$ cat config.mk
export PLATFORM = sky130hd
export DESIGN_NAME = iob_sched
export DESIGN_NICKNAME = d
export VERILOG_FILES = /design/src/rtl/iob_sched.sv
export SDC_FILE = /design/constraint.sdc
export NUM_CORES = 1
export LEC_CHECK = 0
export CAP_MARGIN = 20
export CELL_PAD_IN_SITES_DETAIL_PLACEMENT = 1
export CELL_PAD_IN_SITES_GLOBAL_PLACEMENT = 2
export CORE_MARGIN = 2
export CORE_UTILIZATION = 32
export CTS_CLUSTER_DIAMETER = 50
export DETAILED_ROUTE_END_ITERATION = 7
export PLACE_DENSITY = 0.88
export SYNTH_ARGS = -nofsm -noshare
export SYNTH_HDL_FRONTEND = slang
export SYNTH_SLANG_ARGS = --single-unit
export TNS_END_PERCENT = 100
$ cat constraint.sdc
create_clock -name C16M -period 2.2 [get_ports C16M]
set_input_delay 0.22 -clock C16M [delete_from_list [all_inputs] [get_ports C16M]]
set_output_delay 0.22 -clock C16M [all_outputs]
set_load 0.05 [all_outputs]
$ cat src/rtl/iob_sched.sv
// IO bus scheduler: queues posted writes and serves reads, with writes given priority, plus a REQ watchdog.
// Define IOB_POSTED_WRITE_EN for a 2-entry write queue; otherwise the queue holds a single write.
module iob_sched #(
    parameter int WDT = 200
) (
    input  logic C16M,
    input  logic nRES,
    input  logic WRREQ,
    input  logic WRLDS,
    input  logic WRUDS,
    output logic WRFULL,
    output logic PUSHSLOT,
    input  logic RDREQ,
    input  logic RDLDS,
    input  logic RDUDS,
    output logic RDACK,
    output logic IOREQ,
    output logic IOLDS,
    output logic IOUDS,
    output logic IOWE,
    input  logic IOACT,
    output logic WSLOT,
    output logic BUSY,
    output logic TOERR
);

`ifdef IOB_POSTED_WRITE_EN
    localparam logic [1:0] DEPTH    = 2'd2;
    localparam logic       PTR_STEP = 1'b1;
`else
    // Single entry: pointers never move, so both slot outputs stay 0.
    localparam logic [1:0] DEPTH    = 2'd1;
    localparam logic       PTR_STEP = 1'b0;
`endif
    localparam int WW = (WDT > 1) ? $clog2(WDT) : 1;

    typedef enum logic [1:0] {ST_IDLE, ST_REQ, ST_ACT, ST_DONE} state_t;

    state_t            state_q, state_d;
    logic              head_q, head_d;
    logic              tail_q, tail_d;
    logic [1:0]        count_q, count_d;
    logic [1:0][1:0]   ent_q, ent_d;
    logic              io_we_q, io_we_d;
    logic              io_lds_q, io_lds_d;
    logic              io_uds_q, io_uds_d;
    logic              wslot_q, wslot_d;
    logic [WW-1:0]     wdt_q, wdt_d;
    logic              rdack_q, rdack_d;
    logic              toerr_q, toerr_d;
    logic              rd_block_q, rd_block_d;
    logic              push, pop;

    always_comb begin
        // NOTE: every signal gets a default first, so no path through the case can infer a latch.
        state_d    = state_q;
        head_d     = head_q;
        tail_d     = tail_q;
        ent_d      = ent_q;
        io_we_d    = io_we_q;
        io_lds_d   = io_lds_q;
        io_uds_d   = io_uds_q;
        wslot_d    = wslot_q;
        wdt_d      = wdt_q;
        rdack_d    = 1'b0;
        toerr_d    = 1'b0;
        rd_block_d = 1'b0;
        pop        = 1'b0;
        push       = WRREQ && (count_q < DEPTH);

        case (state_q)
            ST_IDLE: begin
                // Queued writes go first so a read always observes every posted write.
                if (count_q != 2'd0) begin
                    io_we_d  = 1'b1;
                    io_lds_d = ent_q[head_q][1];
                    io_uds_d = ent_q[head_q][0];
                    wslot_d  = head_q;
                    wdt_d    = '0;
                    state_d  = ST_REQ;
                end else if (RDREQ && !rd_block_q) begin
                    io_we_d  = 1'b0;
                    io_lds_d = RDLDS;
                    io_uds_d = RDUDS;
                    wslot_d  = 1'b0;
                    wdt_d    = '0;
                    state_d  = ST_REQ;
                end
            end
            ST_REQ: begin
                if (IOACT) begin
                    state_d = ST_ACT;
                end else if (wdt_q == WW'(WDT - 1)) begin
                    state_d    = ST_IDLE;
                    toerr_d    = 1'b1;
                    pop        = io_we_q;
                    rdack_d    = !io_we_q;
                    rd_block_d = !io_we_q;
                end else begin
                    wdt_d = wdt_q + WW'(1);
                end
            end
            ST_ACT: begin
                if (!IOACT) begin
                    state_d = ST_DONE;
                    rdack_d = !io_we_q;
                end
            end
            ST_DONE: begin
                // The requester may still hold RDREQ for one cycle after seeing RDACK.
                state_d    = ST_IDLE;
                pop        = io_we_q;
                rd_block_d = !io_we_q;
            end
            default: state_d = ST_IDLE;
        endcase

        if (push) begin
            ent_d[tail_q] = {WRLDS, WRUDS};
            tail_d        = tail_q ^ PTR_STEP;
        end
        if (pop) begin
            head_d = head_q ^ PTR_STEP;
        end
        count_d = count_q + {1'b0, push} - {1'b0, pop};
    end

    always_ff @(posedge C16M or negedge nRES) begin
        if (!nRES) begin
            state_q    <= ST_IDLE;
            head_q     <= 1'b0;
            tail_q     <= 1'b0;
            count_q    <= 2'd0;
            // NOTE: the queue storage is only two flop pairs, so it shares the async reset with the rest.
            ent_q      <= '0;
            io_we_q    <= 1'b0;
            io_lds_q   <= 1'b0;
            io_uds_q   <= 1'b0;
            wslot_q    <= 1'b0;
            wdt_q      <= '0;
            rdack_q    <= 1'b0;
            toerr_q    <= 1'b0;
            rd_block_q <= 1'b0;
        end else begin
            // NOTE: non-blocking updates so every flop samples the pre-edge values.
            state_q    <= state_d;
            head_q     <= head_d;
            tail_q     <= tail_d;
            count_q    <= count_d;
            ent_q      <= ent_d;
            io_we_q    <= io_we_d;
            io_lds_q   <= io_lds_d;
            io_uds_q   <= io_uds_d;
            wslot_q    <= wslot_d;
            wdt_q      <= wdt_d;
            rdack_q    <= rdack_d;
            toerr_q    <= toerr_d;
            rd_block_q <= rd_block_d;
        end
    end

    assign IOREQ    = (state_q == ST_REQ);
    assign BUSY     = (state_q != ST_IDLE);
    assign WRFULL   = (count_q == DEPTH);
    assign PUSHSLOT = tail_q;
    assign WSLOT    = wslot_q;
    assign IOWE     = io_we_q;
    assign IOLDS    = io_lds_q;
    assign IOUDS    = io_uds_q;
    assign RDACK    = rdack_q;
    assign TOERR    = toerr_q;

endmodule

After elaboration in Yosys (flattened, before gate mapping)
Index checks and enable logic that the tools add are counted.
- register bits: 21
- input bits: 9
- output and inout port bits: 10
- logic and storage cells: 66
- add/sub/neg operators: 3
- $lt $le $gt $ge: 1
- equal/unequal tests: 10
- multiplexer cells: 29
- reduce and logical (&&, ||, !) cells: 12
- operator list (kind ; number):
    8-bit 2-to-1 mux ; 4
    8-bit case mux with 2 select lines ; 1
    1-bit 2-to-1 mux ; 15
    2-bit 2-to-1 mux ; 5
    8-bit by 1-bit adder with 8-bit output, second input constant ; 1
    8-bit equality test, second input constant ; 1
    2-bit case mux with 4 select lines ; 1
    2-bit nonzero test ; 4
    2-bit inequality test, second input constant ; 3
    1-bit case mux with 2 select lines ; 3
    2-bit by 1-bit equality test with 1-bit output, second input constant ; 2
    2-bit equality test, second input constant ; 2
    4-bit AND reduction ; 1
    3-bit by 1-bit inequality test with 1-bit output, second input constant ; 1
    3-bit inequality test, second input constant ; 1
    3-bit AND reduction ; 1
    2-bit by 1-bit adder with 2-bit output ; 1
    1-bit logical AND ; 2
    1-bit logical NOT ; 2
    2-bit logical NOT ; 1
    2-bit by 1-bit less-than comparator with 1-bit output, second input constant ; 1
    2-bit AND reduction ; 1
    2-bit by 1-bit subtractor with 2-bit output ; 1

Logic depth before layout (Yosys ltp)
- depth after elaboration: 5
- depth in mapped cells: 11
- depth with buffers taken out: 11

Worst setup path after synthesis
Ideal clock, no wire load.
- path type: register to register
- from: reg (tool-made name)
- to: reg count_q[1]
- library setup time: 80 ps
- arrival time: 2297 ps
- path slack: -177 ps
- cell stages (with the launch flop): 12
- path buffers: 0
- cell sequence: dfrtp_1 -> inv_1 -> ha_1 -> nand2b_1 -> nor3_1 -> nor2_1 -> nor2b_1 -> ha_1 -> inv_1 -> ha_1 -> xnor2_1 -> xnor2_1
- RTL lines (item ; line ; source):
    end signal: assignment ; 149 ; count_q <= count_d;
    end: declaration ; 42 ; logic [1:0] count_q, count_d;

Final worst setup path
- from: reg state_q[0]
- to: reg wdt_q[4]
- cells in the longest elaborated chain, start to end: 3
- elaborated cells on any way between the ends: 8
- those cells by class: 4 x eq/ne; 1 x mux; 3 x reduce/logical
- ends and longest elaborated chain (item ; line ; source):
    start: declaration ; 39 ; state_t state_q, state_d;
    start signal: assignment ; 146 ; state_q <= state_d;
    2-bit by 1-bit equality test with 1-bit output / 2-bit logical NOT (equally long branches) ; 71 ; case (state_q)
    2-bit inequality test (no source line), or another cell as far along ; - ;
    4-bit AND reduction (no source line) ; - ;
    end signal: assignment ; 155 ; wdt_q <= wdt_d;
    end: declaration ; 48 ; logic [WW-1:0] wdt_q, wdt_d;
Parallel ways exist; a longest one is shown, timed or not.
A chain may end at the register's enable or synchronous reset.

==> impl_metrics.json <==
{
  "fmax_mhz": 478,
  "layout-drive-gt1-share_pct": 18.8,
  "htree_num_levels": 1,
  "grt_overflow_total": 0,
  "met2_length_um": 1390,
  "cp_cell_sequence": "inv_1 -> ha_1 -> inv_1 -> or3_4 -> a21bo_2 -> a22o_1",
  "hold_violations": 0,
  "rsz0062_at_grt": "no",
  "drc_errors": 0,
  "holdCritPathClass": "in2async",
  "critPathMaxStageDelay_ps": 490,
  "min_period_ps": 2090,
  "yosysUniqueCellTypes": 35,
  "crit_path_start_kind": "flop",
  "synth_top_area_share_pct": 43.8,
  "max-clock-path-buffers": 2,
  "drtIter0Drc": 54,
  "cts-buffers-inserted": 3,
  "clock_sink_count": 20,
  "worst_ep_required_time_ps": 2420,
  "die_w_um": 63.8,
  "drt-met1-wl_um": 1290,
  "multiInputGateArea_um2": 612,
  "crit_fanout": 12,
  "cts_root_buffer": "clkbuf_4",
  "cts_hold_buffers": 0,
  "wl_met3_um": 88,
  "grt_pass1_vias": 1028,
  "via_per_inst": 5.00,
  "die_h_um": 63.8,
  "fin_worst_skew_ps": 3.60,
  "wl_um": 2780,
  "port_buffers": 16,
  "dp_hpwl_um": 2020,
  "dpl.cell_count": 184,
  "vdd.ir_drop.worst_mv": 0.967,
  "ios": 19,
  "post-route-period-util_pct": 95.0,
  "postSynth.asyncResetShare_pct": 100,
  "place_area_um2": 1400,
  "core_um2": 3390,
  "ys_ff_latch": 20,
  "areaGrowthSynthToFinish_pct": 29.8,
  "syn_inst": 117,
  "start_util_pct": 33.7,
  "ys_warn_count": 0,
  "avgRoutedWirePerCell_um": 14.6,
  "drtPass1Iterations": 4,
  "dieArea_um2": 4060,
  "timing.hold.ws_ps": 238,
  "status": "finished clean",
  "synth_edf_count": 0,
  "cellLeakagePower_nw": 0.649,
  "yosysTopAreaCell": "dfrtp_1",
  "cp_data_arrival_time_ps": 2310,
  "clock_latency_ps": 310,
  "crit_slowest_cell": "or3_4",
  "n_fill_cell": 400,
  "yosysSeqAreaShare_pct": 43.8,
  "synth_area_um2": 1140,
  "path_clk_slew_ps": 130,
  "end_kind": "flop",
  "grt_pass1_wl_um": 4730,
  "slew_headroom_pct": 66.5,
  "avgSynthCellArea_um2": 9.76,
  "mostFrequentLayoutCell": "dfrtp_1",
  "setup_viol": 0,
  "worstMarginPinSlew_ps": 501,
  "grt_usage_pct": 14.6,
  "layout.nets": 162,
  "layout_common_cells": "dfrtp_1 (20), clkdlybuf4s50_1 (14), buf_4 (12)",
  "rows": 21,
  "ant_nets": 0,
  "worst-setup-path-type": "reg2reg",
  "power_density_nw_per_um2": 1380,
  "seqCellArea_um2": 500,
  "n_antenna_cell": 0,
  "synth_ff_type": "dfrtp_1",
  "num_vias": 950,
  "maxSlewViolCount": 0,
  "synth_area_leaders": "dfrtp_1 (44%), ha_1 (8.8%), a31oi_1 (4.9%)",
  "antenna_found_initial": 0,
  "gp_congestion": 0.812,
  "fin_area_um2": 1480,
  "cts_tree": "yes",
  "highest_layer": "met4",
  "maxCapViolCount": 0,
  "cp_common_cell": "inv_1",
  "final_cells": 190,
  "grt_max_degree": 21
}
routing by layer:
metal | GRT usage [%] | up-vias
met5 | 0 | -
met4 | 2.45 | 0
met3 | 3.35 | 2
met2 | 26.6 | 17
met1 | 17.8 | 463
li1 | - | 468
final timing paths:
kind	cells past startpoint	to	slack, ps	startpoint
worst min-delay path	2	IOUDS	240	nRES
worst max-delay path	6	wdt_q[4]	110	state_q[0]
max in group asynchronous	2	wdt_q[0]	1740	nRES
worst max register to register	6	wdt_q[4]	110	state_q[0]
worst min register to register	2	IOUDS	500	IOUDS
min in group C16M	2	IOUDS	500	IOUDS
per-stage QoR:
stage	utilization [%]	setup TNS (ps)	setup slack (ps)	total power [mW]
finish	43.7	0	110	2.05
global route	43.7	0	8.02	2.20
CTS	43.0	0	45.6	2.05
detailed placement	41.3	-5.09	-5.09	1.72
global placement	41.3	0	95.4	1.69
floorplan	-	0	113	1.38
worst max-delay path: cells and delay by family, from the launching register on:
kind                     cells  cell delay (ps)
buffers and inverters        2              330
AND/OR/NAND/NOR              1              490
flip-flops                   1              460
adder cells (fa/ha/maj)      1              280
AO/OA/AOI/OAI                2              440
cell type report:
type | instances | share of cell area [%]
multi-input combinational | 86 | 41.3
sequential | 20 | 33.8
timing repair buffer | 26 | 15.5
tap | 46 | 3.88
clock inverter | 1 | 2.03
inverter | 8 | 2.03
clock buffer | 3 | 1.52
power by group:
part	leakage, nW	switching [mW]	total [mW]	internal [mW]
Combinational	0.365	0.672	1.11	0.442
Sequential	0.256	0.119	0.620	0.501
Clock	0.0279	0.131	0.315	0.184
flip-flops by register name, indices dropped and copies added (netlist names), named ones only:
name	count
wdt_q	8
count_q	2
ent_q	2
IOLDS	1
IOUDS	1
IOWE	1
RDACK	1
TOERR	1
rd_block_q	1
state_q	1
logic make-up (layout without fill, tap and decap cells):
family	count (synthesis)	after routing	synth area share, %
AO/OA/AOI/OAI	31	31	17.3
XOR/XNOR	2	2	1.53
adder cells (fa/ha/maj)	8	8	8.76
buffers and inverters	12	38	5.26
flip-flops	20	20	43.8
multiplexers	6	6	5.59
other	1	2	0.328
AND/OR/NAND/NOR	37	37	17.4
repair_timing:
action                     in CTS  in global routing
setup buffers                   0                  2
setup endpoints to repair       1                  1
resized for setup               1                  3
cell usage after synthesis, types with 2 or more instances:
library cell  count
a21oi_1           3
a31oi_1           9
buf_4             2
dfrtp_1          20
ha_1              8
inv_1             8
mux2_2            3
mux2i_1           3
nand2_1           9
nand2b_1          2
nand3_1           6
nor2_1            5
nor2b_1           4
nor3_1            3
o21ai_0           9
o21ai_2           2
o31ai_1           2
xnor2_1           2
(Power assumes the default switching activity.)
